<file path="config.mk">
export PLATFORM = sky130hd
export DESIGN_NAME = alu_mdu
export DESIGN_NICKNAME = d
export VERILOG_FILES = /design/src/rtl/alu_mdu_pkg.sv /design/src/rtl/alu_mdu_iter.sv /design/src/rtl/alu_mdu.sv
export SDC_FILE = /design/constraint.sdc
export NUM_CORES = 1
export LEC_CHECK = 0
export BUFFER_PORTS_ARGS = -buffer_cell sky130_fd_sc_hd__buf_2
export CORE_MARGIN = 2
export CORE_UTILIZATION = 30
export CTS_CLUSTER_DIAMETER = 40
export CTS_CLUSTER_SIZE = 16
export DETAILED_ROUTE_END_ITERATION = 16
export PLACE_DENSITY = 0.53
export REMOVE_ABC_BUFFERS = 1
export SKIP_CTS_REPAIR_TIMING = 1
export SYNTH_ARGS = -nofsm -noshare
export SYNTH_HDL_FRONTEND = slang
export SYNTH_SLANG_ARGS = --single-unit
</file>
<file path="constraint.sdc">
create_clock -name clk -period 6.6 [get_ports clk]
set_input_delay 0 -clock clk [delete_from_list [all_inputs] [get_ports clk]]
set_output_delay 0 -clock clk [all_outputs]
set_load 0.05 [all_outputs]
</file>
<file path="src/rtl/alu_mdu_pkg.sv">
// +--------------------------------------------------------------------------+
// | alu_mdu_pkg : op codes, FSM states and helpers shared by alu_mdu         |
// | Revision    : 1.0                                                        |
// +--------------------------------------------------------------------------+
`default_nettype none

package alu_mdu_pkg;

  typedef enum logic [4:0] {
    OP_MOVZ  = 5'd0,  OP_MOVN  = 5'd1,  OP_ADD   = 5'd2,  OP_ADDU  = 5'd3,
    OP_SUB   = 5'd4,  OP_SUBU  = 5'd5,  OP_AND   = 5'd6,  OP_OR    = 5'd7,
    OP_XOR   = 5'd8,  OP_NOR   = 5'd9,  OP_SLT   = 5'd10, OP_SLTU  = 5'd11,
    OP_SRL   = 5'd12, OP_SRA   = 5'd13, OP_SLL   = 5'd14, OP_LUI   = 5'd15,
    OP_MULT  = 5'd16, OP_MULTU = 5'd17, OP_DIV   = 5'd18, OP_DIVU  = 5'd19,
    OP_MFHI  = 5'd20, OP_MFLO  = 5'd21, OP_MTHI  = 5'd22, OP_MTLO  = 5'd23
  } op_e;

  typedef enum logic [1:0] {
    S_IDLE = 2'd0,
    S_MUL  = 2'd1,
    S_DIV  = 2'd2,
    S_DONE = 2'd3
  } state_e;

  localparam logic [4:0] OP_ILLEGAL_MIN = 5'd24;

  // Ops 16..19 (mult, multu, div, divu) go through the iterative engine.
  function automatic logic is_mdu_op(input logic [4:0] op);
    return (op[4:2] == 3'b100);
  endfunction

endpackage : alu_mdu_pkg

`default_nettype wire

</file>
<file path="src/rtl/alu_mdu_iter.sv">
// +--------------------------------------------------------------------------+
// | mdu_iter : serial shift-add multiplier / restoring divider with sign fix |
// | Revision : 1.0                                                           |
// +--------------------------------------------------------------------------+
`default_nettype none

module mdu_iter
  import alu_mdu_pkg::*;
#(
  parameter int WIDTH = 32,
  parameter int CNT_W = $clog2(WIDTH + 1)
) (
  input  logic             clk,
  input  logic             reset,
  input  logic             abort_i,
  input  logic             start_i,
  input  logic             is_div_i,
  input  logic             is_signed_i,
  input  logic [WIDTH-1:0] a_i,
  input  logic [WIDTH-1:0] b_i,
  output logic             busy_o,
  output logic             done_o,
  output logic [WIDTH-1:0] hi_o,
  output logic [WIDTH-1:0] lo_o
);

  localparam logic [CNT_W-1:0] C_ITER = CNT_W'(WIDTH);

  logic               busy_q, div_q, qneg_q, rneg_q, dz_q;
  logic [CNT_W-1:0]   cnt_q;
  logic [2*WIDTH-1:0] acc_q;
  logic [WIDTH-1:0]   dvs_q;

  logic [WIDTH-1:0]   w_a_mag, w_b_mag, w_q, w_r;
  logic [WIDTH:0]     w_mul_sum, w_rem_sh, w_rem_sub;
  logic               w_ge;
  logic [2*WIDTH-1:0] w_step, w_prod;

  assign w_a_mag = (is_signed_i && a_i[WIDTH-1]) ? -a_i : a_i;
  assign w_b_mag = (is_signed_i && b_i[WIDTH-1]) ? -b_i : b_i;

  // acc_q low half holds the multiplier (mul) or dividend/quotient (div).
  assign w_mul_sum = {1'b0, acc_q[2*WIDTH-1:WIDTH]} + (acc_q[0] ? {1'b0, dvs_q} : '0);
  assign w_rem_sh  = {acc_q[2*WIDTH-1:WIDTH], acc_q[WIDTH-1]};
  assign w_ge      = (w_rem_sh >= {1'b0, dvs_q});
  assign w_rem_sub = w_rem_sh - {1'b0, dvs_q};

  always_comb begin
    w_step = {w_mul_sum, acc_q[WIDTH-1:1]};
    if (div_q) begin
      w_step = {(w_ge ? w_rem_sub[WIDTH-1:0] : w_rem_sh[WIDTH-1:0]),
                acc_q[WIDTH-2:0], w_ge};
    end
  end

  assign w_q    = acc_q[WIDTH-1:0];
  assign w_r    = acc_q[2*WIDTH-1:WIDTH];
  assign w_prod = qneg_q ? -acc_q : acc_q;

  // Divide by zero leaves |dividend| as remainder, so the sign fix restores opr1 in HI.
  always_comb begin
    hi_o = w_prod[2*WIDTH-1:WIDTH];
    lo_o = w_prod[WIDTH-1:0];
    if (div_q) begin
      hi_o = rneg_q ? -w_r : w_r;
      lo_o = dz_q ? '1 : (qneg_q ? -w_q : w_q);
    end
  end

  always_ff @(posedge clk) begin
    if (reset) begin
      busy_q <= 1'b0;
      div_q  <= 1'b0;
      qneg_q <= 1'b0;
      rneg_q <= 1'b0;
      dz_q   <= 1'b0;
      cnt_q  <= '0;
      acc_q  <= '0;
      dvs_q  <= '0;
    end else if (abort_i) begin
      busy_q <= 1'b0;
      cnt_q  <= '0;
    end else if (start_i) begin
      busy_q <= 1'b1;
      cnt_q  <= C_ITER;
      div_q  <= is_div_i;
      qneg_q <= is_signed_i && (a_i[WIDTH-1] ^ b_i[WIDTH-1]);
      rneg_q <= is_signed_i && is_div_i && a_i[WIDTH-1];
      dz_q   <= is_div_i && (b_i == '0);
      acc_q  <= {{WIDTH{1'b0}}, w_a_mag};
      dvs_q  <= w_b_mag;
    end else if (busy_q) begin
      if (cnt_q == '0) begin
        busy_q <= 1'b0;
      end else begin
        acc_q <= w_step;
        cnt_q <= cnt_q - CNT_W'(1);
      end
    end
  end

  assign busy_o = busy_q;
  assign done_o = busy_q && (cnt_q == '0);

endmodule : mdu_iter

`default_nettype wire

</file>
<file path="src/rtl/alu_mdu.sv">
// +--------------------------------------------------------------------------+
// | alu_mdu : registered execute-stage ALU with iterative mul/div and HI/LO  |
// | Revision : 1.0                                                           |
// +--------------------------------------------------------------------------+
`default_nettype none

module alu_mdu
  import alu_mdu_pkg::*;
#(
  parameter int WIDTH = 32,
  parameter int CNT_W = $clog2(WIDTH + 1)
) (
  input  logic             clk,
  input  logic             reset,
  input  logic             flush,
  input  logic             in_valid,
  output logic             in_ready,
  input  logic [4:0]       op,
  input  logic [WIDTH-1:0] opr1,
  input  logic [WIDTH-1:0] opr2,
  output logic             out_valid,
  input  logic             out_ready,
  output logic [WIDTH-1:0] out_result,
  output logic             out_wb,
  output logic             not_change
);

  localparam int SH_W = $clog2(WIDTH);

  state_e           state_q, state_d;
  logic             valid_q, valid_d, wb_q, wb_d, nc_q, nc_d;
  logic [WIDTH-1:0] result_q, result_d, hi_q, hi_d, lo_q, lo_d;

  logic             w_accept, w_is_mdu, w_mdu_start, w_mdu_busy, w_mdu_done;
  logic [WIDTH-1:0] w_mdu_hi, w_mdu_lo, w_res;
  logic             w_wb, w_nc;
  logic [WIDTH:0]   w_add_x, w_sub_x;
  logic [SH_W-1:0]  w_sh;

  assign in_ready = (state_q == S_IDLE) || ((state_q == S_DONE) && out_ready);
  assign w_accept = in_valid && in_ready && !flush;
  assign w_is_mdu = is_mdu_op(op);

  assign w_add_x = {opr1[WIDTH-1], opr1} + {opr2[WIDTH-1], opr2};
  assign w_sub_x = {opr1[WIDTH-1], opr1} - {opr2[WIDTH-1], opr2};
  assign w_sh    = opr1[SH_W-1:0];

  always_comb begin
    w_res = '0;
    w_wb  = 1'b1;
    w_nc  = 1'b0;
    case (op)
      OP_MOVZ:  begin w_res = opr1; w_nc = (opr2 != '0); end
      OP_MOVN:  begin w_res = opr1; w_nc = (opr2 == '0); end
      OP_ADD:   begin w_res = w_add_x[WIDTH-1:0]; w_nc = w_add_x[WIDTH] ^ w_add_x[WIDTH-1]; end
      OP_ADDU:  w_res = w_add_x[WIDTH-1:0];
      OP_SUB:   begin w_res = w_sub_x[WIDTH-1:0]; w_nc = w_sub_x[WIDTH] ^ w_sub_x[WIDTH-1]; end
      OP_SUBU:  w_res = w_sub_x[WIDTH-1:0];
      OP_AND:   w_res = opr1 & opr2;
      OP_OR:    w_res = opr1 | opr2;
      OP_XOR:   w_res = opr1 ^ opr2;
      OP_NOR:   w_res = ~(opr1 | opr2);
      OP_SLT:   w_res = {{(WIDTH-1){1'b0}}, ($signed(opr1) < $signed(opr2))};
      OP_SLTU:  w_res = {{(WIDTH-1){1'b0}}, (opr1 < opr2)};
      OP_SRL:   w_res = opr2 >> w_sh;
      OP_SRA:   w_res = $unsigned($signed(opr2) >>> w_sh);
      OP_SLL:   w_res = opr2 << w_sh;
      OP_LUI:   w_res = {opr2[WIDTH/2-1:0], {(WIDTH/2){1'b0}}};
      OP_MULT, OP_MULTU, OP_DIV, OP_DIVU,
      OP_MTHI, OP_MTLO: w_wb = 1'b0;
      OP_MFHI:  w_res = hi_q;
      OP_MFLO:  w_res = lo_q;
      default:  begin w_wb = 1'b0; w_nc = 1'b1; end
    endcase
  end

  assign w_mdu_start = w_accept && w_is_mdu;

  mdu_iter #(
    .WIDTH (WIDTH),
    .CNT_W (CNT_W)
  ) u_mdu_iter (
    .clk         (clk),
    .reset       (reset),
    .abort_i     (flush),
    .start_i     (w_mdu_start),
    .is_div_i    (op[1]),
    .is_signed_i (!op[0]),
    .a_i         (opr1),
    .b_i         (opr2),
    .busy_o      (w_mdu_busy),
    .done_o      (w_mdu_done),
    .hi_o        (w_mdu_hi),
    .lo_o        (w_mdu_lo)
  );

  always_comb begin
    state_d  = state_q;
    valid_d  = valid_q;
    result_d = result_q;
    wb_d     = wb_q;
    nc_d     = nc_q;
    hi_d     = hi_q;
    lo_d     = lo_q;
    case (state_q)
      S_IDLE, S_DONE: begin
        if ((state_q == S_DONE) && out_ready) begin
          state_d = S_IDLE;
          valid_d = 1'b0;
        end
        if (w_accept) begin
          if (w_is_mdu) begin
            state_d = op[1] ? S_DIV : S_MUL;
            valid_d = 1'b0;
          end else begin
            state_d  = S_DONE;
            valid_d  = 1'b1;
            result_d = w_res;
            wb_d     = w_wb;
            nc_d     = w_nc;
            if (op == OP_MTHI) hi_d = opr1;
            if (op == OP_MTLO) lo_d = opr1;
          end
        end
      end
      S_MUL, S_DIV: begin
        if (w_mdu_done) begin
          state_d  = S_DONE;
          valid_d  = 1'b1;
          result_d = w_mdu_lo;
          wb_d     = 1'b0;
          nc_d     = 1'b0;
          hi_d     = w_mdu_hi;
          lo_d     = w_mdu_lo;
        end else if (!w_mdu_busy) begin
          // Engine idle without a done pulse cannot occur normally; recover to IDLE.
          state_d = S_IDLE;
        end
      end
      default: state_d = S_IDLE;
    endcase
    if (flush) begin
      state_d = S_IDLE;
      valid_d = 1'b0;
      hi_d    = hi_q;
      lo_d    = lo_q;
    end
  end

  always_ff @(posedge clk) begin
    if (reset) begin
      state_q  <= S_IDLE;
      valid_q  <= 1'b0;
      result_q <= '0;
      wb_q     <= 1'b0;
      nc_q     <= 1'b0;
      hi_q     <= '0;
      lo_q     <= '0;
    end else begin
      state_q  <= state_d;
      valid_q  <= valid_d;
      result_q <= result_d;
      wb_q     <= wb_d;
      nc_q     <= nc_d;
      hi_q     <= hi_d;
      lo_q     <= lo_d;
    end
  end

  assign out_valid  = valid_q;
  assign out_result = result_q;
  assign out_wb     = wb_q;
  assign not_change = nc_q;

endmodule : alu_mdu

`default_nettype wire

</file>
* After elaboration in Yosys (flattened, before gate mapping)
Index checks and enable logic that the tools add are counted.
** Storage, ports and cells
- Output and inout port bits :: 36
- Bits in registers :: 208
** Operators by class
- Mux-type cells :: 55
- Shift operators :: 3
- Magnitude comparators :: 3
- Equal/unequal tests :: 35
- Bitwise gates (word level) :: 9
- Add/sub/neg operators :: 10
- Reductions and logical operators :: 38
** Operators with widths (number)
- 32-bit 2-to-1 mux :: 19
- 32-bit case mux with 15 select lines :: 1
- 64-bit 2-to-1 mux :: 5
- 32-bit case mux with 2 select lines :: 3
- 32-bit negator :: 4
- 32-bit by 32-bit adder with 33-bit output :: 2
- 32-bit less-than comparator :: 2
- 64-bit negator :: 1
- 5-bit by 4-bit equality test with 1-bit output (second input constant) :: 8
- 5-bit equality test (second input constant) :: 8
- 33-bit by 32-bit >= comparator with 1-bit output :: 1
- 32-bit by 32-bit subtractor with 33-bit output :: 1
- 32-bit bitwise AND :: 1
- 32-bit logical NOT :: 1
- 32-bit NOT :: 1
- 32-bit OR :: 1
- 32-bit nonzero test :: 1
- 32-bit by 5-bit << shifter with 32-bit output :: 1
- 32-bit by 5-bit >> shifter with 32-bit output :: 1
- 32-bit by 5-bit >>> shifter with 32-bit output :: 1
- 32-bit subtractor :: 1
- 32-bit bitwise XOR :: 1
- 5-bit by 3-bit equality test with 1-bit output (second input constant) :: 4
- 20-bit OR reduction :: 1
- other kinds (31) :: 83

* Depth between registers and ports, before layout
Gate-level depths: netlist of run 1.
- Depth after elaboration :: 8
- Mapped depth :: 18
- Mapped depth without buffers :: 14

* By module
From an unflattened synthesis of run 1, not the netlist that was laid out.
** Second synthesis, totals
- Cells, all modules :: 3569
- Area, all modules :: 25539.5 µm²
** Modules (own cells, without submodules)
- alu_mdu :: sequential area each 2021.9 µm², cells each 1916, area each 14012.2 µm², times used 1
- mdu_iter :: sequential area each 2142.1 µm², cells each 1653, area each 11527.3 µm², times used 1

* Worst setup path before layout of run 1
OpenSTA, ideal clock, no wires.
- Path type :: input to register
- Start :: in opr1[1]
- End :: reg result_q[29] (netlist: out_result[29])
- Buffers on the path :: 3
- Setup time :: 0.124 ns
- Cell stages on the path :: 15
- Setup slack :: 2.841 ns
- Data required time :: 6.476 ns
- Data arrival time :: 3.635 ns
- Path through :: buf_2 -> inv_2 -> buf_1 -> clkbuf_1 -> ha_1 -> a211oi_1 -> o21ai_0 -> o211a_1 -> o211a_1 -> a311oi_1 -> o21bai_1 -> a311o_1 -> a221o_1 -> o21ai_0 -> a21oi_1
** On the way
- Cells in the longest elaborated chain, start to end :: 5
** RTL lines
- start: declaration :: RTL line alu_mdu.sv:19 : input logic [WIDTH-1:0] opr1,
- 32-bit by 32-bit subtractor with 33-bit output (tied with other cells) :: RTL line alu_mdu.sv:45 : assign w_sub_x = {opr1[WIDTH-1], opr1} - {opr2[WIDTH-1], opr2};
- 32-bit case mux with 15 select lines (*) :: RTL line alu_mdu.sv:52 : case (op)
- 32-bit 2-to-1 mux (*) :: RTL line alu_mdu.sv:112 : if (w_is_mdu) begin
- 32-bit 2-to-1 mux (*) :: RTL line alu_mdu.sv:111 : if (w_accept) begin
- 32-bit case mux with 2 select lines (*) :: RTL line alu_mdu.sv:105 : case (state_q)
- end signal: assignment :: RTL line alu_mdu.sv:162 : result_q <= result_d;
- end: declaration :: RTL line alu_mdu.sv:32 : logic [WIDTH-1:0] result_q, result_d, hi_q, hi_d, lo_q, lo_d;
Mark *: on every way between the ends. The rest lies on a longest branch, timed or not. The select of a mux whose other input is x is not followed.
A chain may end at the register's enable or synchronous reset.

* Worst setup path after layout of run 1
- Start :: in opr1[0]
- End :: reg nc_q (netlist: not_change)
** On the way
- Cells in the longest elaborated chain, start to end :: 6
** RTL lines
- 32-bit by 32-bit subtractor with 33-bit output / 32-bit by 32-bit adder with 33-bit output (equally long branches) :: RTL line alu_mdu.sv:45, alu_mdu.sv:44
- 1-bit bitwise XOR (on tied branches) :: RTL line alu_mdu.sv:57, alu_mdu.sv:55
- 1-bit case mux with 5 select lines (*) :: RTL line alu_mdu.sv:52
- 1-bit 2-to-1 mux (*) :: RTL line alu_mdu.sv:112
- 1-bit 2-to-1 mux (*) :: RTL line alu_mdu.sv:111
- 1-bit case mux with 2 select lines (*) :: RTL line alu_mdu.sv:105
- end signal: assignment :: RTL line alu_mdu.sv:164 : nc_q <= nc_d;
- end: declaration :: RTL line alu_mdu.sv:31 : logic valid_q, valid_d, wb_q, wb_d, nc_q, nc_d;
Marked as above.

==> flow_results.org, run 1 <==
** STA
- Setup repair after global routing left no endpoint under its margin.
- Derived from the worst setup path, the maximum achievable clock frequency is about 0.24 GHz.
- Final Max Slew Viols :: 0
- Headroom to the max-slew limit came out at 0.171.
- Dividing the final minimum period by the clock period gives 0.639.
- Minimum clock period after layout :: between 4 and 5 ns
- Transition time at the pin with the least slew margin :: between 1 and 1.5 ns
- The hold violation count in the final report was 3.
- Setup violations remaining at the end of the flow were counted as 0.
- Final worst clock skew :: about 0.023 ns
- Worst hold slack across all endpoints :: -0.0475 ns

** Global routing
- Total congestion overflow :: 0
- The via count of the first global-routing pass was 26400.
- GRT Total Usage :: 0.272
- Antenna violations before repair :: 7
- The first global-routing pass estimated 177000 um of wire.
- Entering global routing, the biggest net connects 144 pins.

** Place
- Buffers on Ports :: 109
- DPL Wire Length :: around 90000 um
- The congestion estimate from routability-driven global placement came to roughly 1.0.

** Floorplan
- Number of top-level design ports :: 110
- The initialized floorplan defines 105 standard-cell rows.
- After floorplanning, the core was sized to cover approximately 80000 um^2.
- Measured along the x axis, the die boundary spans 292 um.
- For this configuration, the core starts out at a cell density of 0.303.
- The die covers between 80000 and 90000 um^2.
- The die is 292 um tall.

** Synth
- Dividing the synthesized area by the synthesized cell count gives approximately 7 um^2.
- Register bit count reported by yosys :: 208
- Total of warnings raised by yosys :: 0
- After synthesis, the share of flip-flops with an asynchronous set or reset is 0.
- After technology mapping, the gate count stands at ~3500.
- In the synthesized netlist the dominant register cell turns out to be dfxtp_1.
- Yosys mapped the design onto 94 distinct sky130hd cell types.
- Sequential-to-total area share from yosys stat :: 0.168
- Yosys mapped a number of flops with a built-in enable equal to 0.
- The cell area that synthesis handed to floorplanning was approximately 25000 um^2.

** Critical path
- CP cell instances :: dlygate4sd3_1, buf_4, inv_1, ha_1, inv_1, fa_1, nor2b_1, o21a_1, o31a_1, o2111ai_1, o41a_1, o211a_1, o21ai_1, xnor2_1, or4_1, a311oi_1
- Sum of buffers and inverters on the critical path :: 4
- Category of the critical setup timing path :: input pin to flop
- Critical-path maximum fanout :: 25
- Type of element launching the critical path :: input pin
- In this design, the stage delay of the slowest critical-path cell is about 0.54 ns.
- Worst-path cell with the longest stage delay :: dlygate4sd3_1
- Broken down by cell family, the worst path's largest delay share belongs to compound AO/OA/AOI/OAI gates.
- In this design, the critical path's most frequently occurring cell is inv_1.
- At the worst endpoint, the arrival time is 4.71 ns.
- The worst setup path is captured at a flop.
- STA puts the critical path data required time at between 7 and 8 ns.

** Final layout
- Fillers :: ~8900
- Once layout is complete, the utilization of the core stands at 0.342.
- At the end of the flow, the number of nets in the layout was roughly 3700.
- Summing all multi-input logic gate instances after layout gives ~19000 um^2.
- Summing all flip-flop and latch instances after layout gives between 4000 and 5000 um^2.
- Layout overhead on the synthesized area :: 12.8%
- Layout cells sized above 1 :: 0.0997

** Run
- Max-cap violations :: 0

** CTS
- TritonCTS sink count :: 208
- Buffers inserted during clock tree synthesis total 44.
- Clock Latency Late Sink :: between 0.5 and 0.6 ns
- The H-tree was split into 2 levels.
- The tree is rooted in a clkbuf_16.
- TritonCTS built the clock tree.
- Clock tree buffer depth :: 3
- Clock-pin slew was measured on the worst setup and hold paths at 0.05 ns.

** Power and ir drop
- In this run the power density over the cells is about 190 nW/um^2.
- Static leakage :: 11.0 nW
- Across the VDD grid, the largest voltage drop is about 0.16 mV.

** Route
- Wire segments on met3 add up to approximately 12000 um in the final route.
- Routed vias/inst :: roughly 6.2
- The highest metal layer carrying signal wires in the routed design is met5.
- After detailed routing, the average wire length per cell comes to ~27 um.
- In the final routing, the length of wire on met1 measures 51500 um.
- Drt total wl :: 121000 um
- In this run the remaining antenna-violating nets after routing total 0.
- Drt initial violations :: roughly 3400
- DRC errors left :: 0
- Met2 WL post-DR :: 51800 um
- Before antenna repair, the detailed router went through 8 iterations.
- Detailed routing inserted a total of roughly 28000 vias.

** Hold path
- In this run the worst hold path is classified as input pin to flop.

** Run status
- The flow ran to the end, but the final reports show violations.
- The checks that failed: hold timing.
cells in the mapped netlist, types with 26 or more instances:
cell        n  area (um^2)
nor2_1    434         1630
nand2_1   304         1140
a21oi_1   293         1470
o21ai_0   256         1280
clkbuf_1  216          811
dfxtp_1   208         4160
ha_1      175         2190
a211oi_1  151         1130
inv_1     149          559
xnor2_1   126         1100
mux2i_1    99          991
nor3_1     93          465
a21o_1     64          480
nand3_1    63          315
a31oi_1    55          344
o211ai_1   46          345
a221oi_1   45          394
xor2_1     45          394
nand4_1    39          244
o31ai_1    36          270
a22oi_1    31          233
buf_1      31          116
o22ai_1    29          181
a311oi_1   26          228
registers in the layout, indices dropped and copies added, names as in the netlist:
name and cells:
not_change 1, u_mdu_iter.cnt_q 6, u_mdu_iter.dvs_q 32, out_result 32
state_q 2, u_mdu_iter.div_q 1, out_valid 1, hi_q 32
u_mdu_iter.busy_o 1, u_mdu_iter.rneg_q 1, u_mdu_iter.acc_q 64, u_mdu_iter.qneg_q 1
lo_q 32, u_mdu_iter.dz_q 1, out_wb 1
layout make-up:
cell class                 instances  area share
multi-input combinational       2861       0.682
inverter                         155      0.0208
sequential                       208       0.149
tap                             1070      0.0478
clock inverter                    26      0.0119
clock buffer                      55      0.0430
timing repair buffer             196      0.0460
antenna                            2    0.000179
worst register-to-register path, delay by kind of cell, from the launching register on:
family | cells | cell delay, ns
multiplexers | 1 | 0.16
AO/OA/AOI/OAI | 8 | 2.29
adder cells (fa/ha/maj) | 1 | 0.37
AND/OR/NAND/NOR | 2 | 0.33
flip-flops | 1 | 0.38
buffers and inverters | 2 | 0.44
cell usage in the layout, fill, tap and decap left out, types with 29 or more instances in the layout:
cell type / instances
o22ai_1: 29
nor2_1: 425
nor3_1: 88
o211ai_1: 46
dfxtp_1: 207
a22oi_1: 31
nand4_1: 39
o21ai_0: 256
a211oi_1: 151
xor2_1: 45
a31oi_1: 55
clkbuf_16: 45
nand3_1: 62
buf_4: 59
inv_1: 149
a21oi_1: 293
a21o_1: 64
ha_1: 174
xnor2_1: 126
mux2i_1: 99
buf_2: 107
o31ai_1: 36
a221oi_1: 45
nand2_1: 303
dlygate4sd3_1: 29
where the power goes:
group	internal [mW]	switching, mW
Clock	1.53	0.831
Combinational	0.490	1.07
Sequential	1.29	0.0352
Total	3.31	1.94
final timing paths:
check | start | slack (ns) | endpoint | depth (start not counted)
worst max register to register | u_mdu_iter.acc_q[0] | 2.54 | u_mdu_iter.acc_q[62] | 14
worst min register to register | lo_q[4] | 0.46 | lo_q[4] | 2
worst max-delay path | opr1[0] | 2.38 | not_change | 16
worst min-delay path | opr1[23] | -0.05 | hi_q[23] | 5
logic make-up after synthesis:
family | after synthesis | share of synthesized area
AO/OA/AOI/OAI | 1240 | 0.331
AND/OR/NAND/NOR | 1125 | 0.207
buffers and inverters | 429 | 0.0676
flip-flops | 208 | 0.168
adder cells (fa/ha/maj) | 179 | 0.0914
XOR/XNOR | 171 | 0.0603
multiplexers | 146 | 0.0750
layer usage:
metal  vias to the layer above  GRT usage
li1                      12900          -
met1                     13600      0.369
met2                      1566      0.412
met3                       294     0.0569
met4                        10      0.123
met5                         -          0
metrics by stage:
stage / instances / total power, mW / setup WS [ns] / area [um^2] / setup TNS (ns)
CTS: 4542 / 5.20 / 2.52 / 27700 / 0
detailed placement: 4461 / 2.83 / 2.37 / 26200 / 0
global route: 4572 / 5.41 / 2.12 / 28000 / 0
global placement: 4461 / 2.84 / 2.42 / 26200 / 0
finish: 4573 / 5.25 / 2.38 / 28000 / 0
floorplan: 3224 / 2.25 / -0.166 / 23700 / -0.340
Power figures use the tool's default switching activity.
==> run 2: changes to the inputs <==
clock period = 4.1 ns   (was 6.6 ns; I/O delays follow)
==> run 2 against run 1 <==
Net effect:
- die area stayed put
- total power rose by 70%
- sequential cell count unchanged
- combinational power up 68%
- worst hold slack worse by 0.0028 ns
- largest cell class unchanged
- wire length is 3.0% higher
- critical path depth shrank 1
- sequential power rose by 60%
- critical path type is now flop to flop
- count of clock-buffer cells in the layout increased by 2
- clock power increased by 78%
- final cell count up 2.7%
- clock skew is 0.0098 ns higher
- the run still ends with hold timing left
==> flow_results.org, run 2 (synthesized netlist as in run 1, its figures left out) <==
** Run status
- The flow ran to the end, but the final reports show violations.
- The final reports fail on hold timing.

** Place
- DPL Wire Length :: about 95000 um
- Summing all placed instances gives a cell area of approximately 27000 um^2.
- In this run the tool buffered the top-level ports with between 100 and 150 buffer cells.
- Routability-driven placement finished with a final weighted congestion of 1.04.
- The number of placed instances, taps included, is 4575.

** Critical path
- Critical path data required time :: roughly 4.6 ns
- Of all nets on the critical path, the largest fanout is 20.
- STA classifies the critical path endpoint as a flop.
- STA classifies the critical path startpoint as a flop.
- Critical path's top delay family :: compound AO/OA/AOI/OAI gates
- Worst-path cell with the longest stage delay :: dfxtp_1
- Sum of buffers and inverters on the critical path :: 3
- Category of the critical setup timing path :: flop to flop
- STA puts the critical path data arrival time at 4.27 ns.
- Walking the worst path, the cells encountered are inv_1, buf_4, buf_4, nor2_1, ha_1, a21o_1, a311oi_1, o21ai_0, a21o_1, a31o_2, a31oi_1, o31ai_1, mux2i_1, a221o_1, o21ai_0.
- On the worst path, the slowest cell contributes a delay of between 0.3 and 0.4 ns.

** STA
- Setup violators final :: 0
- In the finished design, the share of the clock period the worst path needs comes to 0.920.
- For the pin with the worst max-slew slack, the measured transition is 1.01 ns.
- The hold violation count in the final report was 2.
- Highest Clock Rate :: ~0.27 GHz
- Final worst clock skew :: 0.0327 ns
- After routing, the total negative slack on setup checks comes to 0 ns.
- The number of max-slew violations in the final report is 0.
- The tightest hold path in the finished design has a slack of -0.0502 ns.
- Unrepaired setup endpoints after global routing :: false
- Max_slew headroom :: 0.328
- Minimum clock period after layout :: around 3.8 ns

** Global routing
- GRT Total Usage :: 0.282
- The first global-routing pass estimated around 180000 um of wire.
- Number of global-route vias before repair :: about 27000
- Entering global routing, the biggest net connects 97 pins.
- Summed over all layers, the global routing overflow is 0.
- The initial antenna violation count was 6.

** CTS
- The H-tree was split into 2 levels.
- Clock tree buffer depth :: 3
- Buffers inserted during clock tree synthesis total 49.
- TritonCTS built the clock tree.
- TritonCTS sink count :: between 200 and 250
- The later pin in the worst-skew pair is clocked with a latency of roughly 0.61 ns.
- The tree is rooted in a clkbuf_16.
- Clock-pin slew was measured on the worst setup and hold paths at 0.05 ns.

** Final layout
- Of the cells placed in the final design, the portion with a size suffix greater than 1 is 0.131.
- Layout overhead on the synthesized area :: 17.4%
- The final layout contains ~3800 nets.
- The register with the most flip-flops in the layout has 64 of them.
- Leaving out fill and tap cells, the most frequent cell in the layout is nor2_1.
- The finished cells cover 29100 um^2.
- Register with the highest flop count :: u_mdu_iter.acc_q
- The finished layout holds 4696 standard cells, fillers aside.
- The library cells used most frequently in the layout, excluding fill and tap cells, are 426 x nor2_1, 303 x nand2_1, 292 x a21oi_1, 256 x o21ai_0, 207 x dfxtp_1.

** Route
- Routed vias :: 28700
- Routed vias/inst :: 6.11
- Drt total wl :: 125000 um
- The count of nets left with antenna violations once routing finished came out at 0.
- Drt initial violations :: about 3600
- Number of iterations in the first detailed-routing pass :: 6
- Detail-routed net length per standard cell :: 26.6 um
- DRC errors left :: 0

** Power and ir drop
- Power per standard cell area :: 307 nW/um^2
- Power consumption :: approximately 8.9 mW
- Static leakage :: between 10 and 15 nW
- The worst-case IR drop observed on VDD is roughly 0.32 mV.

** Floorplan
- The floorplan has about 110 rows.
- The die covers about 85000 um^2.
- Initial standard-cell utilization of the core :: 0.303
- Die extent in x :: approximately 290 um
- The floorplan step defined a core boundary enclosing just over 80000 um^2.
- For this design the top-level I/O count stands at 110.
- Die height :: slightly below 300 um

** Hold path
- Worst min-delay path class :: input pin to flop

** Run
- Max-cap violations in this run came to 0.
==> run 2: power by group <==
part           leakage [nW]  switching [mW]  internal [mW]
clock network         0.825            1.44           2.75
logic                  9.17            1.76          0.860
registers              1.68          0.0524           2.08
total                  11.7            3.25           5.69
==> run 2: path summary, 6_finish.rpt <==
kind / start / to / slack, ns / cells past startpoint
hold / removal: opr1[20] / hi_q[20] / -0.05 / 5
setup reg to reg: u_mdu_iter.acc_q[0] / u_mdu_iter.acc_q[62] / 0.33 / 15
hold reg to reg: u_mdu_iter.dvs_q[31] / u_mdu_iter.dvs_q[31] / 0.46 / 2
setup / recovery: u_mdu_iter.acc_q[0] / u_mdu_iter.acc_q[62] / 0.33 / 15
==> run 2: per-layer routing <==
layer  track usage  part of all wire  vias up
met1         0.383              0.43    13700
met4         0.128             0.050        8
li1              -                 -    13200
met3        0.0524             0.093      271
met5             0           0.00037        -
met2         0.431              0.43     1543
==> run 2: worst register-to-register path, stage by stage (launching register included) <==
cell and delay [ns]:
dfxtp_1 0.36, inv_1 0.24, buf_4 0.22, buf_4 0.25
nor2_1 0.08, ha_1 0.36, a21o_1 0.24, a311oi_1 0.28
o21ai_0 0.13, a21o_1 0.16, a31o_2 0.24, a31oi_1 0.28
o31ai_1 0.18, mux2i_1 0.16, a221o_1 0.35, o21ai_0 0.14
==> run 2: metrics by stage <==
step / setup WS, ns / util / hold WS, ns
6_report: 0.330 / 0.356 / -0.0502
5_1_grt: 0.0875 / 0.356 / 0.0102
4_1_cts: 0.255 / 0.352 / -0.238
3_5_place_dp: 0.280 / 0.331 / 0.388
3_3_place_gp: 0.358 / 0.331 / 0.379
2_1_floorplan: -2.67 / - / 0.0691
==> run 2: area by class of cell <==
type                            instances  area, um^2
Clock buffer                           57        1290
Multi-Input combinational cell       2861       19100
Fill cell                            8855       52800
Sequential cell                       208        4170
Inverter                              155         582
Tap cell                             1070        1340
Antenna cell                            1        2.50
Timing Repair Buffer                  312        2240
Clock inverter                         32         418
